===== config.mk =====
export PLATFORM = sky130hd
export DESIGN_NAME = nn_digit_driver
export DESIGN_NICKNAME = d
export VERILOG_FILES = /design/src/rtl/nn_pkg.sv /design/src/rtl/nn_argmax_seq.sv /design/src/rtl/nn_digit_driver.sv
export SDC_FILE = /design/constraint.sdc
export NUM_CORES = 2
export LEC_CHECK = 0
export ABC_AREA = 0
export BUFFER_PORTS_ARGS = -buffer_cell sky130_fd_sc_hd__buf_2
export CAP_MARGIN = 20
export CORE_AREA = 3 3 448 450
export CTS_CLUSTER_DIAMETER = 40
export DETAILED_ROUTE_END_ITERATION = 8
export DIE_AREA = 0 0 451 453
export PLACE_DENSITY = 0.55
export SYNTH_ARGS = -nofsm -noshare
export SYNTH_HDL_FRONTEND = slang
export SYNTH_SLANG_ARGS = --single-unit

===== constraint.sdc =====
create_clock -name clk -period 42.9 [get_ports clk]
set_input_delay 6.435 -clock clk [delete_from_list [all_inputs] [get_ports clk]]
set_output_delay 6.435 -clock clk [all_outputs]
set_load 0.005 [all_outputs]

===== src/rtl/nn_pkg.sv =====
// Shared constants, FSM states and score-slice helper
// for the Neural_Network host-side digit driver.
package nn_pkg;

  localparam int IMG_PIXELS = 784;
  localparam int PIX_BITS   = 8;
  localparam int THRESH     = 128;
  localparam int CLASSES    = 10;
  localparam int SCORE_BITS = 32;
  localparam int CNT_W      = 10;
  localparam int IDX_W      = 4;
  localparam int WDOG_W     = 17;

  typedef enum logic [2:0] {
    S_LOAD,
    S_START,
    S_WAIT,
    S_ARGMAX,
    S_OUT
  } state_t;

  // Class 0 occupies the most significant slice of layer_2.
  function automatic int score_lsb(input int c);
    return (CLASSES - 1 - c) * SCORE_BITS;
  endfunction

endpackage


===== src/rtl/nn_argmax_seq.sv =====
// Sequential signed argmax over the captured class scores,
// one class per cycle; ties keep the lower index.
module nn_argmax_seq
  import nn_pkg::*;
(
  input  logic                         clk,
  input  logic                         rst,
  input  logic                         load,
  input  logic [SCORE_BITS*CLASSES-1:0] scores,
  output logic [IDX_W-1:0]             idx,
  output logic signed [SCORE_BITS-1:0] best,
  output logic                         done
);

  logic [SCORE_BITS*CLASSES-1:0] scores_q, scores_d;
  logic signed [SCORE_BITS-1:0]  best_q, best_d;
  logic [IDX_W-1:0]              idx_q, idx_d;
  logic [IDX_W-1:0]              i_q, i_d;
  logic                          run_q, run_d;
  logic                          done_q, done_d;

  logic signed [SCORE_BITS-1:0]  sc [CLASSES];

  for (genvar c = 0; c < CLASSES; c++) begin : g_slice
    assign sc[c] = scores_q[score_lsb(c) +: SCORE_BITS];
  end

  always_comb begin
    scores_d = scores_q;
    best_d   = best_q;
    idx_d    = idx_q;
    i_d      = i_q;
    run_d    = run_q;
    done_d   = 1'b0;
    if (load) begin
      scores_d = scores;
      best_d   = $signed(scores[score_lsb(0) +: SCORE_BITS]);
      idx_d    = '0;
      i_d      = IDX_W'(1);
      run_d    = 1'b1;
    end else if (run_q) begin
      if (sc[i_q] > best_q) begin
        best_d = sc[i_q];
        idx_d  = i_q;
      end
      if (i_q == IDX_W'(CLASSES - 1)) begin
        run_d  = 1'b0;
        done_d = 1'b1;
      end else begin
        i_d = i_q + 1'b1;
      end
    end
  end

  always_ff @(posedge clk or posedge rst) begin
    if (rst) begin
      scores_q <= '0;
      best_q   <= '0;
      idx_q    <= '0;
      i_q      <= '0;
      run_q    <= 1'b0;
      done_q   <= 1'b0;
    end else begin
      scores_q <= scores_d;
      best_q   <= best_d;
      idx_q    <= idx_d;
      i_q      <= i_d;
      run_q    <= run_d;
      done_q   <= done_d;
    end
  end

  assign idx  = idx_q;
  assign best = best_q;
  assign done = done_q;

endmodule


===== src/rtl/nn_digit_driver.sv =====
// Host-side initiator: binarises a 28x28 frame, starts the
// network, argmaxes its scores and hands the digit onward.
module nn_digit_driver
  import nn_pkg::*;
#(
  parameter int TIMEOUT = 65535
) (
  input  logic                          clk,
  input  logic                          rst,
  input  logic                          pix_valid,
  output logic                          pix_ready,
  input  logic [PIX_BITS-1:0]           pix_data,
  input  logic                          pix_last,
  output logic                          nn_start,
  output logic [IMG_PIXELS-1:0]         nn_layer_0,
  input  logic [SCORE_BITS*CLASSES-1:0] nn_layer_2,
  input  logic                          nn_finish,
  output logic                          digit_valid,
  input  logic                          digit_ready,
  output logic [3:0]                    digit,
  output logic [SCORE_BITS-1:0]         digit_score,
  output logic                          err_timeout,
  output logic                          busy
);

  state_t                  state_q, state_d;
  logic [IMG_PIXELS-1:0]   layer_q, layer_d;
  logic [CNT_W-1:0]        cnt_q, cnt_d;
  logic [WDOG_W-1:0]       wdog_q, wdog_d;
  logic                    start_q, start_d;
  logic                    err_q, err_d;
  logic                    busy_q, busy_d;
  logic                    dvalid_q, dvalid_d;
  logic [3:0]              digit_q, digit_d;
  logic [SCORE_BITS-1:0]   dscore_q, dscore_d;

  logic                    am_load;
  logic                    am_done;
  logic [IDX_W-1:0]        am_idx;
  logic signed [SCORE_BITS-1:0] am_best;

  logic                    pix_bin;
  logic [CNT_W-1:0]        wr_idx;

  assign pix_bin = pix_data >= PIX_BITS'(THRESH);
  assign wr_idx  = CNT_W'(IMG_PIXELS - 1) - cnt_q;
  // Scores are only valid in the finish cycle, so capture here.
  assign am_load = (state_q == S_WAIT) && nn_finish;

  nn_argmax_seq u_argmax (
    .clk    (clk),
    .rst    (rst),
    .load   (am_load),
    .scores (nn_layer_2),
    .idx    (am_idx),
    .best   (am_best),
    .done   (am_done)
  );

  always_comb begin
    state_d  = state_q;
    layer_d  = layer_q;
    cnt_d    = cnt_q;
    wdog_d   = wdog_q;
    err_d    = 1'b0;
    digit_d  = digit_q;
    dscore_d = dscore_q;
    unique case (state_q)
      S_LOAD: begin
        if (pix_valid) begin
          layer_d[wr_idx] = pix_bin;
          if (cnt_q == CNT_W'(IMG_PIXELS - 1) || pix_last) begin
            state_d = S_START;
            cnt_d   = '0;
          end else begin
            cnt_d = cnt_q + 1'b1;
          end
        end
      end
      S_START: begin
        wdog_d  = '0;
        state_d = S_WAIT;
      end
      S_WAIT: begin
        if (nn_finish) begin
          state_d = S_ARGMAX;
        end else if (wdog_q == WDOG_W'(TIMEOUT - 1)) begin
          err_d   = 1'b1;
          state_d = S_LOAD;
          layer_d = '0;
          cnt_d   = '0;
        end else begin
          wdog_d = wdog_q + 1'b1;
        end
      end
      S_ARGMAX: begin
        if (am_done) begin
          state_d  = S_OUT;
          digit_d  = am_idx;
          dscore_d = am_best;
        end
      end
      S_OUT: begin
        if (digit_ready) begin
          state_d = S_LOAD;
          layer_d = '0;
          cnt_d   = '0;
        end
      end
      default: state_d = S_LOAD;
    endcase
    start_d  = (state_d == S_START);
    busy_d   = (state_d != S_LOAD);
    dvalid_d = (state_d == S_OUT);
  end

  always_ff @(posedge clk or posedge rst) begin
    if (rst) begin
      state_q  <= S_LOAD;
      layer_q  <= '0;
      cnt_q    <= '0;
      wdog_q   <= '0;
      start_q  <= 1'b0;
      err_q    <= 1'b0;
      busy_q   <= 1'b0;
      dvalid_q <= 1'b0;
      digit_q  <= '0;
      dscore_q <= '0;
    end else begin
      state_q  <= state_d;
      layer_q  <= layer_d;
      cnt_q    <= cnt_d;
      wdog_q   <= wdog_d;
      start_q  <= start_d;
      err_q    <= err_d;
      busy_q   <= busy_d;
      dvalid_q <= dvalid_d;
      digit_q  <= digit_d;
      dscore_q <= dscore_d;
    end
  end

  assign pix_ready   = (state_q == S_LOAD);
  assign nn_start    = start_q;
  assign nn_layer_0  = layer_q;
  assign digit_valid = dvalid_q;
  assign digit       = digit_q;
  assign digit_score = dscore_q;
  assign err_timeout = err_q;
  assign busy        = busy_q;

endmodule


==> impl_metrics.py <==
metrics = {
    "grt": {
        "grt_pass1_vias": 49881,
        "gr-total-overflow": 0,
        "grt_max_degree": 244,
        "grtUsageTotal_pct": 25.7,
        "grt_pass1_wl_mm": 383,
        "antenna_found_initial": 36,
    },
    "layout": {
        "fin_area_sq_um": 70000,
        "finalNetCount": 7251,
        "layout.cells.non_filler": 9704,
        "drive_gt1_share_pct": 26.3,
        "finish.utilization_pct": 35.5,
        "synthToLayoutAreaGrowth_pct": 28.6,
        "most-common-layout-cells": "o21ai_0, dfrtp_1, buf_2",
        "final_common_cell": "o21ai_0",
    },
    "critical_path": {
        "crit_arrival_ps": 11490,
        "startpoint_type": "primary input",
        "reg2reg_from": "u_argmax.i_q[0]",
        "worstPathRequired_ps": 43760,
        "endpoint_kind": "asynchronous set/reset pin",
        "crit_fanout": 84,
        "critical_path_class": "in -> async",
        "startpoint": "rst",
    },
    "route": {
        "dr.pass1.iters": 6,
        "vias": 52671,
        "drt_iter0_markers": 6446,
        "viasPerCell": 5.43,
        "wl_mm": 274,
        "ant_nets": 0,
        "remaining_drc_errors": 0,
        "wl_per_cell_microns": 28.2,
    },
    "sta": {
        "period_minus_slack_ps": 10640,
        "fin_skew_ps": 77.6,
        "slew_headroom_pct": 16.7,
        "hold_viol": 0,
        "setup_viol": 0,
        "fmax_mhz": 94.0,
        "slew_violations": 0,
        "setup_tns_ps": 0,
        "rsz0062_at_grt": "false",
        "worst_pin_slew_ps": 1250,
        "min_period_over_period_pct": 24.8,
    },
    "logic_synthesis": {
        "synthCells": 5999,
        "synth_flop_cell": "dfrtp_1",
        "netlist_area_sq_um": 54400,
        "ys_ff_latch": 1216,
        "yosys_warnings": 0,
        "yosys.area.top_type_share_pct": 55.9,
        "ys_seq_area_share_pct": 55.9,
        "synthArstFlopShare_pct": 100,
        "synthTopCellsByArea": "dfrtp_1, o21ai_0, a21oi_1, nand2_1, clkbuf_1",
        "ys_types": 64,
        "synth_fp_nets": 6375,
        "synth_edf_count": 0,
        "syn_area_per_cell_sq_um": 9.07,
        "yosysTopAreaCell": "dfrtp_1",
    },
    "clock_tree": {
        "postCtsHoldBufs": 0,
        "cts_resized": 0,
        "cts_max_level": 4,
        "cts_tree": "built",
        "clock_latency_ps": 870,
        "postCtsSetupBuffers": 0,
        "cts_buffers": 201,
        "clkSlewWorstSetupHoldPaths_ps": 50,
        "cts_num_sinks": 1216,
        "cts-root-buf": "clkbuf_16",
        "clock_path_buffers": 3,
    },
    "placed_design": {
        "dp_hpwl_mm": 184,
        "post_dp_cell_area_sq_um": 62600,
        "gp_congestion": 0.869,
        "dp_cells": 9309,
        "port-buffer-count": 1151,
    },
    "die": {
        "floorplan.core_area_sq_um": 197000,
        "initial_core_util_pct": 27.6,
        "rows": 163,
        "chipWidth_microns": 451,
        "io_pins": 1159,
        "die-area_sq_um": 204000,
        "dieHeight_microns": 453,
    },
    "job": {
        "max-cap-violations": 0,
    },
    "pwr": {
        "powerDensity_nw_per_um2": 66.5,
        "leakagePower_uw": 0.0340,
        "max-vdd-ir-drop_mv": 0.0784,
    },
    "outcome": {
        "status": "completed",
    },
    "min_path": {
        "hp-class": "reg -> reg",
        "hold_start": "u_argmax.sc[181]",
    },
}
critical path, cell delays in order:
cell and delay [ps]:
buf_2 130, inv_8 370, buf_4 800, buf_4 820
buf_4 830, buf_4 850, buf_4 790
final timing paths:
path,to,slack [ps],depth (start not counted)
worst max-delay path,u_argmax.sc[31],32260,7
worst max register to register,u_argmax.best[29],36910,15
min in group asynchronous,u_argmax.sc[309],5690,2
worst min-delay path,u_argmax.sc[181],470,2
worst min register to register,u_argmax.sc[181],470,2
max in group clk,nn_layer_0[590],32980,9
per-stage QoR:
step	total power, uW	hold slack (ps)	setup WS [ps]
6_report	4660	467	32260
4_1_cts	4690	471	31720
2_1_floorplan	2450	440	2200
5_1_grt	4900	489	31510
3_5_place_dp	2960	457	30760
3_3_place_gp	2930	454	30750
kinds of logic (layout without fill, tap and decap cells):
group	Yosys count	after routing	share of synthesized area [%]
compound gates	2561	2561	24.4
simple gates	1404	1404	10.3
flops	1216	1216	55.9
buf+inv	657	1706	4.82
mux	101	101	3.34
fa+ha+maj	42	42	0.966
xor+xnor	18	18	0.290
other cells	0	16	0
report_power, final:
group          switching (uW)  internal, uW
clock network             637          1080
logic                     985           510
registers                 110          1340
total                    1730          2920
flip-flops by register name (all words and copies together), names as in the netlist:
signal          cells
busy                1
cnt_q              10
digit               4
digit_score        32
digit_valid         1
err_timeout         1
nn_layer_0        784
nn_start            1
state_q             3
u_argmax.best      32
u_argmax.done       1
u_argmax.i_q        4
u_argmax.idx        4
u_argmax.run_q      1
u_argmax.sc       320
wdog_q             17
synthesized netlist by cell type (all sizes together) (3+ instances only):
cell and count:
or2 7, and3 12, mux2 5, o21ai 1657, nor2b 16, and4 5
nand4 17, xnor2 4, a21oi 842, nand2b 10, o31ai 4, or3 7
nand2 1096, buf 144, o32a 3, nand3b 3, clkbuf 465, inv 48
and2 3, a221oi 32, nor2 175, nand3 37, nor4 3, xor2 14
dfrtp 1216, mux4 64, ha 42, a21o 3, nor3 9, mux2i 32
per-layer routing:
metal | part of all wire [%] | GRT usage [%] | vias up
met2 | 48 | 42.3 | 3112
met5 | 0.049 | 0 | -
met1 | 36 | 30.3 | 26282
li1 | - | - | 22578
met3 | 9.5 | 6.67 | 679
met4 | 6.7 | 14.8 | 20
final cells by class:
type / instances / area (sq um)
Clock buffer: 250 / 5540
Clock inverter: 126 / 1720
Multi-Input combinational cell: 4126 / 21900
Sequential cell: 1216 / 30400
Timing Repair Buffer: 1282 / 6870
Tap cell: 2640 / 3300
Fill cell: 20307 / 127000
Antenna cell: 16 / 40.0
Inverter: 48 / 188
Power figures use the tool's default switching activity.
